===== src/rtl/ddr3_pkg.sv =====
// Shared definitions for the DDR3 command sequencer: command encodings,
// FSM state enum and default timing parameters.
package ddr3_pkg;

  // {CS_N, RAS_N, CAS_N, WE_N}
  localparam logic [3:0] CMD_NOP = 4'b0111;
  localparam logic [3:0] CMD_ACT = 4'b0011;
  localparam logic [3:0] CMD_RD  = 4'b0101;
  localparam logic [3:0] CMD_WR  = 4'b0100;
  localparam logic [3:0] CMD_PRE = 4'b0010;
  localparam logic [3:0] CMD_REF = 4'b0001;

  typedef enum logic [3:0] {
    ST_INIT,
    ST_IDLE,
    ST_ACT,
    ST_TRCD,
    ST_RDCMD,
    ST_WRCMD,
    ST_CASWAIT,
    ST_BURST,
    ST_TWR,
    ST_PRE,
    ST_TRP,
    ST_REF,
    ST_TRFC
  } state_t;

  localparam int DEF_T_INIT = 16;
  localparam int DEF_T_RCD  = 5;
  localparam int DEF_CL     = 5;
  localparam int DEF_CWL    = 5;
  localparam int DEF_T_WR   = 4;
  localparam int DEF_T_RP   = 5;
  localparam int DEF_T_RFC  = 20;
  localparam int DEF_T_REFI = 780;

endpackage


===== src/rtl/ddr3_refresh_timer.sv =====
// Free-running refresh interval counter with a sticky pending flag that the
// sequencer clears when it issues REF.
module ddr3_refresh_timer
  import ddr3_pkg::*;
#(
  parameter int T_REFI = DEF_T_REFI
) (
  input  logic clk,
  input  logic rst,
  input  logic en,
  input  logic clr,
  output logic pending
);

  localparam logic [15:0] LAST = 16'(T_REFI - 1);

  logic [15:0] cnt;

  always_ff @(posedge clk) begin
    if (rst) begin
      cnt     <= 16'd0;
      pending <= 1'b0;
    end else begin
      if (en) begin
        if (cnt == LAST) cnt <= 16'd0;
        else             cnt <= cnt + 16'd1;
      end
      // An expiry while already pending collapses into the existing request.
      if (clr)                      pending <= 1'b0;
      else if (en && cnt == LAST)   pending <= 1'b1;
    end
  end

endmodule


===== src/rtl/ddr3_cmd_sequencer.sv =====
// Single-bank-at-a-time DDR3 command sequencer with closed-page policy,
// 8-beat bursts on an 8-bit data path and periodic auto-refresh.
module ddr3_cmd_sequencer
  import ddr3_pkg::*;
#(
  parameter int T_INIT = DEF_T_INIT,
  parameter int T_RCD  = DEF_T_RCD,
  parameter int CL     = DEF_CL,
  parameter int CWL    = DEF_CWL,
  parameter int T_WR   = DEF_T_WR,
  parameter int T_RP   = DEF_T_RP,
  parameter int T_RFC  = DEF_T_RFC,
  parameter int T_REFI = DEF_T_REFI
) (
  input  logic        CPU_CLK,
  input  logic        RESET,
  input  logic        ADDR_VALID,
  input  logic        CMD,
  input  logic [2:0]  BA,
  input  logic [14:0] ADDR,
  input  logic [9:0]  COL,
  input  logic [63:0] WR_DATA,
  output logic        CMD_RDY,
  output logic [63:0] RD_DATA,
  output logic        RD_VALID,
  output logic        CKE_N,
  output logic        CS_N,
  output logic        RAS_N,
  output logic        CAS_N,
  output logic        WE_N,
  output logic [2:0]  MBA,
  output logic [14:0] MADDR,
  output logic [9:0]  MCOL,
  output logic [7:0]  MWR_DATA,
  output logic        DQ_OE,
  input  logic [7:0]  MRD_DATA,
  output state_t      dbg_state
);

  // Wait states count from 1 on entry, so each *_LAST is the final count
  // before the next command; multi-cycle waits assume parameters >= 2.
  localparam logic [7:0] INIT_LAST = 8'(T_INIT);
  localparam logic [7:0] INIT_CKE  = 8'(T_INIT - 1);
  localparam logic [7:0] RCD_LAST  = 8'(T_RCD - 1);
  localparam logic [7:0] CL_LAST   = 8'(CL - 1);
  localparam logic [7:0] CWL_LAST  = 8'(CWL - 1);
  localparam logic [7:0] WR_LAST   = 8'(T_WR - 1);
  localparam logic [7:0] RP_LAST   = 8'(T_RP - 1);
  localparam logic [7:0] RFC_LAST  = 8'(T_RFC);

  state_t      state;
  logic [7:0]  cnt;
  logic [3:0]  cmd_q;
  logic        lat_wr;
  logic [9:0]  lat_col;
  logic [63:0] wr_shift;
  logic [63:0] rd_shift;
  logic        ref_pending;
  logic        ref_clr;
  logic        timer_en;
  logic [7:0]  cas_last;

  assign timer_en = (state != ST_INIT);
  assign ref_clr  = (state == ST_IDLE) && ref_pending;
  assign cas_last = lat_wr ? CWL_LAST : CL_LAST;
  assign {CS_N, RAS_N, CAS_N, WE_N} = cmd_q;
  assign dbg_state = state;

  // Handshake: a request transfers on a rising edge where ADDR_VALID and
  // CMD_RDY are both 1; the requester holds ADDR_VALID and its fields stable
  // until then. CMD_RDY never depends on ADDR_VALID.
  assign CMD_RDY = (state == ST_IDLE) && !ref_pending;

  ddr3_refresh_timer #(.T_REFI(T_REFI)) u_refresh_timer (
    .clk     (CPU_CLK),
    .rst     (RESET),
    .en      (timer_en),
    .clr     (ref_clr),
    .pending (ref_pending)
  );

  always_ff @(posedge CPU_CLK) begin
    if (RESET) begin
      state    <= ST_INIT;
      cnt      <= 8'd0;
      cmd_q    <= CMD_NOP;
      CKE_N    <= 1'b1;
      MBA      <= 3'd0;
      MADDR    <= 15'd0;
      MCOL     <= 10'd0;
      MWR_DATA <= 8'd0;
      DQ_OE    <= 1'b0;
      RD_VALID <= 1'b0;
      RD_DATA  <= 64'd0;
      lat_wr   <= 1'b0;
      lat_col  <= 10'd0;
      wr_shift <= 64'd0;
      rd_shift <= 64'd0;
    end else begin
      cmd_q    <= CMD_NOP;
      RD_VALID <= 1'b0;
      case (state)
        ST_INIT: begin
          if (cnt == INIT_LAST) begin
            state <= ST_IDLE;
          end else begin
            cnt <= cnt + 8'd1;
            if (cnt == INIT_CKE) CKE_N <= 1'b0;
          end
        end
        ST_IDLE: begin
          // Refresh wins over a request presented in the same cycle.
          if (ref_pending) begin
            state <= ST_REF;
            cmd_q <= CMD_REF;
          end else if (ADDR_VALID) begin
            state    <= ST_ACT;
            cmd_q    <= CMD_ACT;
            MBA      <= BA;
            MADDR    <= ADDR;
            lat_wr   <= CMD;
            lat_col  <= COL;
            wr_shift <= WR_DATA;
          end
        end
        ST_ACT: begin
          state <= ST_TRCD;
          cnt   <= 8'd1;
        end
        ST_TRCD: begin
          if (cnt == RCD_LAST) begin
            state <= lat_wr ? ST_WRCMD : ST_RDCMD;
            cmd_q <= lat_wr ? CMD_WR : CMD_RD;
            MCOL  <= lat_col;
          end else begin
            cnt <= cnt + 8'd1;
          end
        end
        ST_RDCMD, ST_WRCMD: begin
          state <= ST_CASWAIT;
          cnt   <= 8'd1;
        end
        ST_CASWAIT: begin
          if (cnt == cas_last) begin
            state <= ST_BURST;
            cnt   <= 8'd0;
            if (lat_wr) begin
              DQ_OE    <= 1'b1;
              MWR_DATA <= wr_shift[7:0];
              wr_shift <= wr_shift >> 8;
            end
          end else begin
            cnt <= cnt + 8'd1;
          end
        end
        ST_BURST: begin
          if (lat_wr) begin
            if (cnt == 8'd7) begin
              DQ_OE    <= 1'b0;
              MWR_DATA <= 8'd0;
              state    <= ST_TWR;
              cnt      <= 8'd1;
            end else begin
              MWR_DATA <= wr_shift[7:0];
              wr_shift <= wr_shift >> 8;
              cnt      <= cnt + 8'd1;
            end
          end else begin
            // Beats shift in from the top so beat 0 ends up in the low byte.
            rd_shift <= {MRD_DATA, rd_shift[63:8]};
            if (cnt == 8'd7) begin
              RD_DATA  <= {MRD_DATA, rd_shift[63:8]};
              RD_VALID <= 1'b1;
              state    <= ST_PRE;
              cmd_q    <= CMD_PRE;
            end else begin
              cnt <= cnt + 8'd1;
            end
          end
        end
        ST_TWR: begin
          if (cnt == WR_LAST) begin
            state <= ST_PRE;
            cmd_q <= CMD_PRE;
          end else begin
            cnt <= cnt + 8'd1;
          end
        end
        ST_PRE: begin
          state <= ST_TRP;
          cnt   <= 8'd1;
        end
        ST_TRP: begin
          if (cnt == RP_LAST) state <= ST_IDLE;
          else                cnt   <= cnt + 8'd1;
        end
        ST_REF: begin
          state <= ST_TRFC;
          cnt   <= 8'd1;
        end
        ST_TRFC: begin
          if (cnt == RFC_LAST) state <= ST_IDLE;
          else                 cnt   <= cnt + 8'd1;
        end
        default: state <= ST_INIT;
      endcase
    end
  end

endmodule


===== config.mk =====
export PLATFORM = sky130hd
export DESIGN_NAME = ddr3_cmd_sequencer
export DESIGN_NICKNAME = d
export VERILOG_FILES = /design/src/rtl/ddr3_pkg.sv /design/src/rtl/ddr3_refresh_timer.sv /design/src/rtl/ddr3_cmd_sequencer.sv
export SDC_FILE = /design/constraint.sdc
export NUM_CORES = 1
export LEC_CHECK = 0
export BUFFER_PORTS_ARGS = -buffer_cell sky130_fd_sc_hd__clkbuf_2
export CAP_MARGIN = 10
export CORE_MARGIN = 1.5
export CORE_UTILIZATION = 59
export DETAILED_ROUTE_END_ITERATION = 12
export PLACE_DENSITY_LB_ADDON = 0.08
export RECOVER_POWER = 50
export SLEW_MARGIN = 25
export SYNTH_ARGS = -nofsm -noshare
export SYNTH_HDL_FRONTEND = slang
export SYNTH_SLANG_ARGS = --single-unit

===== constraint.sdc =====
create_clock -name CPU_CLK -period 3.8 [get_ports CPU_CLK]
set_input_delay 0.38 -clock CPU_CLK [delete_from_list [all_inputs] [get_ports CPU_CLK]]
set_output_delay 0.38 -clock CPU_CLK [all_outputs]
set_load 0.02 [all_outputs]

==> results.txt <==
The worst hold path cell count came out at 3. The leading register cell type out of synthesis is sky130_fd_sc_hd__dfxtp_1. The via count of the first global-routing pass is 8316. The clock network latency to the later pin of the worst-skew pair came out at 0.54 ns. The average instance in the mapped netlist occupies 8.14 sq um.

In the routed design, unresolved DRC markers number 0. The standard cell core area is 17500 sq um. The wire length on met1 is 10800 um. The first-pass GRT wire length came out at 40000 um.

During synthesis, Yosys emitted a total of 0 warnings. Of the total power, combinational logic draws 0.081. The total setup buffers inserted after CTS is 0.

The die outline height came out at 137 um. The area share of the largest cell type after synthesis is 0.500. Buffers inserted to repair hold after CTS numbered 0. At the end of routability-driven placement, the weighted congestion stood at 0.849. The detailed router's first-iteration violation count is 563. The via count of the routed design came out at 9324.

The number of filler cells placed in the layout is 1461. In the post-synthesis netlist, the cell with the most instances is sky130_fd_sc_hd__nand2_1. Ranked by total cell area, the synthesized netlist is headed by sky130_fd_sc_hd__dfxtp_1 (50%), sky130_fd_sc_hd__nand2_1 (15%), sky130_fd_sc_hd__a21oi_1 (8.0%). The worst setup path is of the flip-flop to flip-flop kind.

The floorplan die area came out at 18900 sq um. The measured slew at the worst slew-check pin is 1.29 ns. The peak supply drop is 378 uV. The worst path setup slack after routing is 0.673 ns. Counting I/O delays and the setup requirement, the final critical path takes 3.13 ns. Setup repair after global routing left no endpoint under its margin.

The flow ran to the end, and the final reports show no timing, DRC or antenna violations. The uppermost metal layer occupied by signal nets is met4. The worst register-to-register path begins at dbg_state[0]$_SDFFE_PP0P_. The routed design has 25500 um of wire. The path depth of the worst reg2reg path is 8.

In the global route stage, overall resource usage came out at 0.259. The via density per instance came out at 5.46. The utilization of the core after routing is 0.716. The share of synthesized flip-flops with an asynchronous set or reset came out at 0. The clock-pin transition on the worst setup and hold timing paths came out at 0.06 ns.

The share of final-layout standard cells stronger than drive strength 1 came out at 0.144. The mapped cell area is 10600 sq um. The synthesized flop and latch total came out at 266. The worst-case setup slack after placement is 0.754 ns.

Clock tree synthesis inserted a total of 27 buffers. 216 I/O pins were placed. The switching power as a share of total power is 0.235. The synthesized instance count is 1308.

The number of clock sinks seen by CTS came out at 266. For flop-to-flop paths, the worst setup slack is 0.67 ns. The count of inserted antenna diode cells came out at 0. The critical path startpoint is dbg_state[0]$_SDFFE_PP0P_. The number of max-cap violations is 0.

The net count reported at finish came out at 1570. Along the worst path, the maximum fanout reaches 44. The post-synth net total came out at 1415.

The proportion of synthesized chip area in sequential cells came out at 0.500. The path with the worst hold slack has its endpoint at MADDR[13]$_SDFFE_PP0P_. After synthesis, the netlist uses 62 different library cells. STA classifies the critical path endpoint as a flip-flop. The total power is 6.15 mW. Summed over all layers, the global routing overflow is 0. Final hold analysis gives a worst-case slack of 0.0505 ns. The endpoint identified for the worst register-to-register timing path is wr_shift[16]$_SDFFE_PP0P_. The upper clock frequency limit came out at 320 MHz. The average wire length per cell after detail routing came out at 14.9 um. The number of nets still failing antenna checks after routing is 0.

For this design the ratio of total power to cell area is 491 nW/um^2. The tightest slew margin relative to the limit came out at 0.141. In the synthesized netlist, the cells that appear most often are sky130_fd_sc_hd__nand2_1 (438), sky130_fd_sc_hd__dfxtp_1 (266), sky130_fd_sc_hd__a21oi_1 (170).

The final hold violation count is 0. The wire length on met3 is 1790 um. The arrival time of the worst setup path is 3.56 ns. In this run the clock root is driven by a sky130_fd_sc_hd__clkbuf_16. The net switching power is 1.44 mW. The part of the power in the clock network came out at 0.440. Setup total negative slack on the finished layout was measured at 0 ns. In the finished design, the share of the clock period the worst path needs comes to 0.823.

Data on the critical path is required at its endpoint by 4.24 ns. The buffer depth of the longest clock path is 3. The min-delay analysis places its worst path in the category input port to flip-flop.

The start point of the worst hold path is ADDR[13]. The total length of routed met2 wires is 12400 um. The kind of start point of the critical path is a flip-flop. Setup violations remaining at the end of the flow were counted as 0. The post-synthesis cell type with the largest combined area is sky130_fd_sc_hd__dfxtp_1. The count of flip-flops with a built-in enable after synthesis came out at 0. The number of input and output port buffers inserted is 214. The starting density of the core is 0.609. The max-slew violation count came out at 0. The largest net degree at the start of global routing is 135. The clock tree from TritonCTS is built.

The number of H-tree levels is 1. The number of iterations in the first detailed-routing pass is 6. The placement row count is 48. The number of resized instances in the post-cts repair step is 0. The area growth from synthesis to layout came out at 17.6%. The leakage power summed over all cells is 4.46 nW. The sequential power share came out at 0.480. The number of antenna violations at the first check in global routing was 0. Clock skew on the completed layout was measured at 0.0135 ns. The half-perimeter wire length after placement is 16600 um.

From left edge to right edge, the die measures 137 um. The design internal power is 4.70 mW.
per-stage QoR:
stage / area, sq um / cells
after floorplan: 10600 / 1308
after global routing: 12500 / 1708
after CTS: 12700 / 1708
after detailed placement: 11700 / 1659
final: 12500 / 1708
after global placement: 11700 / 1659
registers in the layout (all words and copies together) (netlist names):
signal and count:
u_refresh_timer.cnt 16, MBA 3, DQ_OE 1, MADDR 15
RD_VALID 1, dbg_state 4, RD_DATA 64, MCOL 10
cmd_q 3, wr_shift 64, CKE_N 1, cnt 8
lat_col 10, u_refresh_timer.pending 1, lat_wr 1, MWR_DATA 8
rd_shift 56
power groups by stage:
stage,combinational [mW],clock (mW),sequential (mW)
final,0.496,2.70,2.95
after global routing,0.547,2.87,2.96
after CTS,0.501,2.75,2.95
after detailed placement,0.498,0,3.01
after global placement,0.485,0,3.01
after floorplan,0.367,0,3.00
worst max-delay path, stage by stage (launching register included):
cell	delay, ns
sky130_fd_sc_hd__dfxtp_1	0.77
sky130_fd_sc_hd__nand2b_1	0.31
sky130_fd_sc_hd__nor3_1	0.37
sky130_fd_sc_hd__nand2_1	0.09
sky130_fd_sc_hd__buf_4	0.25
sky130_fd_sc_hd__a211oi_4	0.56
sky130_fd_sc_hd__buf_12	0.31
sky130_fd_sc_hd__nor2_1	0.10
sky130_fd_sc_hd__a311oi_2	0.26
per-layer routing:
metal	track usage	vias to the layer above
met3	0.0603	49
met4	0.0684	0
li1	-	4691
met5	0	-
met1	0.327	4324
met2	0.447	260
final cells by class:
cell class,count,area (sq um),share of cell area
clock buffer,42,822,0.0657
inverter,8,30.0,0.00240
clock inverter,7,103,0.00820
sequential,266,5330,0.425
timing repair buffer,228,1090,0.0875
multi-input combinational,932,4860,0.388
tap,225,282,0.0225
layout by cell type (no fill, tap or decap), types with 4 or more instances in the layout:
master / synthesis / final
sky130_fd_sc_hd__clkbuf_2: 0 / 104
sky130_fd_sc_hd__nand3_1: 25 / 25
sky130_fd_sc_hd__nand2b_1: 9 / 9
sky130_fd_sc_hd__inv_1: 8 / 8
sky130_fd_sc_hd__buf_12: 0 / 4
sky130_fd_sc_hd__a311oi_2: 40 / 40
sky130_fd_sc_hd__buf_4: 7 / 9
sky130_fd_sc_hd__dfxtp_1: 266 / 266
sky130_fd_sc_hd__nand2_1: 438 / 438
sky130_fd_sc_hd__nor2_1: 112 / 110
sky130_fd_sc_hd__clkbuf_8: 0 / 10
sky130_fd_sc_hd__a211oi_1: 7 / 7
sky130_fd_sc_hd__mux2i_1: 13 / 13
sky130_fd_sc_hd__o21ai_0: 8 / 8
sky130_fd_sc_hd__a22oi_1: 8 / 8
sky130_fd_sc_hd__clkbuf_16: 0 / 27
sky130_fd_sc_hd__xor2_1: 13 / 13
sky130_fd_sc_hd__xnor2_1: 7 / 7
sky130_fd_sc_hd__a311oi_1: 16 / 16
sky130_fd_sc_hd__and4_1: 4 / 4
sky130_fd_sc_hd__a21oi_1: 170 / 170
sky130_fd_sc_hd__clkbuf_1: 67 / 116
sky130_fd_sc_hd__nor3_1: 6 / 7
cell families after synthesis:
family | Yosys count | share of synthesized area
adders and majority gates | 3 | 0.00353
muxes | 13 | 0.0122
other | 1 | 0.000352
DFF | 266 | 0.500
buffers and inverters | 110 | 0.0461
and+or+nand+nor | 627 | 0.240
xor gates and xnor gates | 20 | 0.0164
AOI/OAI and AO/OA | 268 | 0.181
how the worst max path moves through the flow:
stage	end	cells after the start
global placement	wr_shift[26]$_SDFFE_PP0P_	8
CTS	wr_shift[16]$_SDFFE_PP0P_	8
finish	wr_shift[16]$_SDFFE_PP0P_	8
detailed placement	wr_shift[35]$_SDFFE_PP0P_	8
floorplan	wr_shift[10]$_SDFFE_PP0P_	8
global route	wr_shift[9]$_SDFFE_PP0P_	8
No activity file was read; power rests on OpenSTA's default activity.
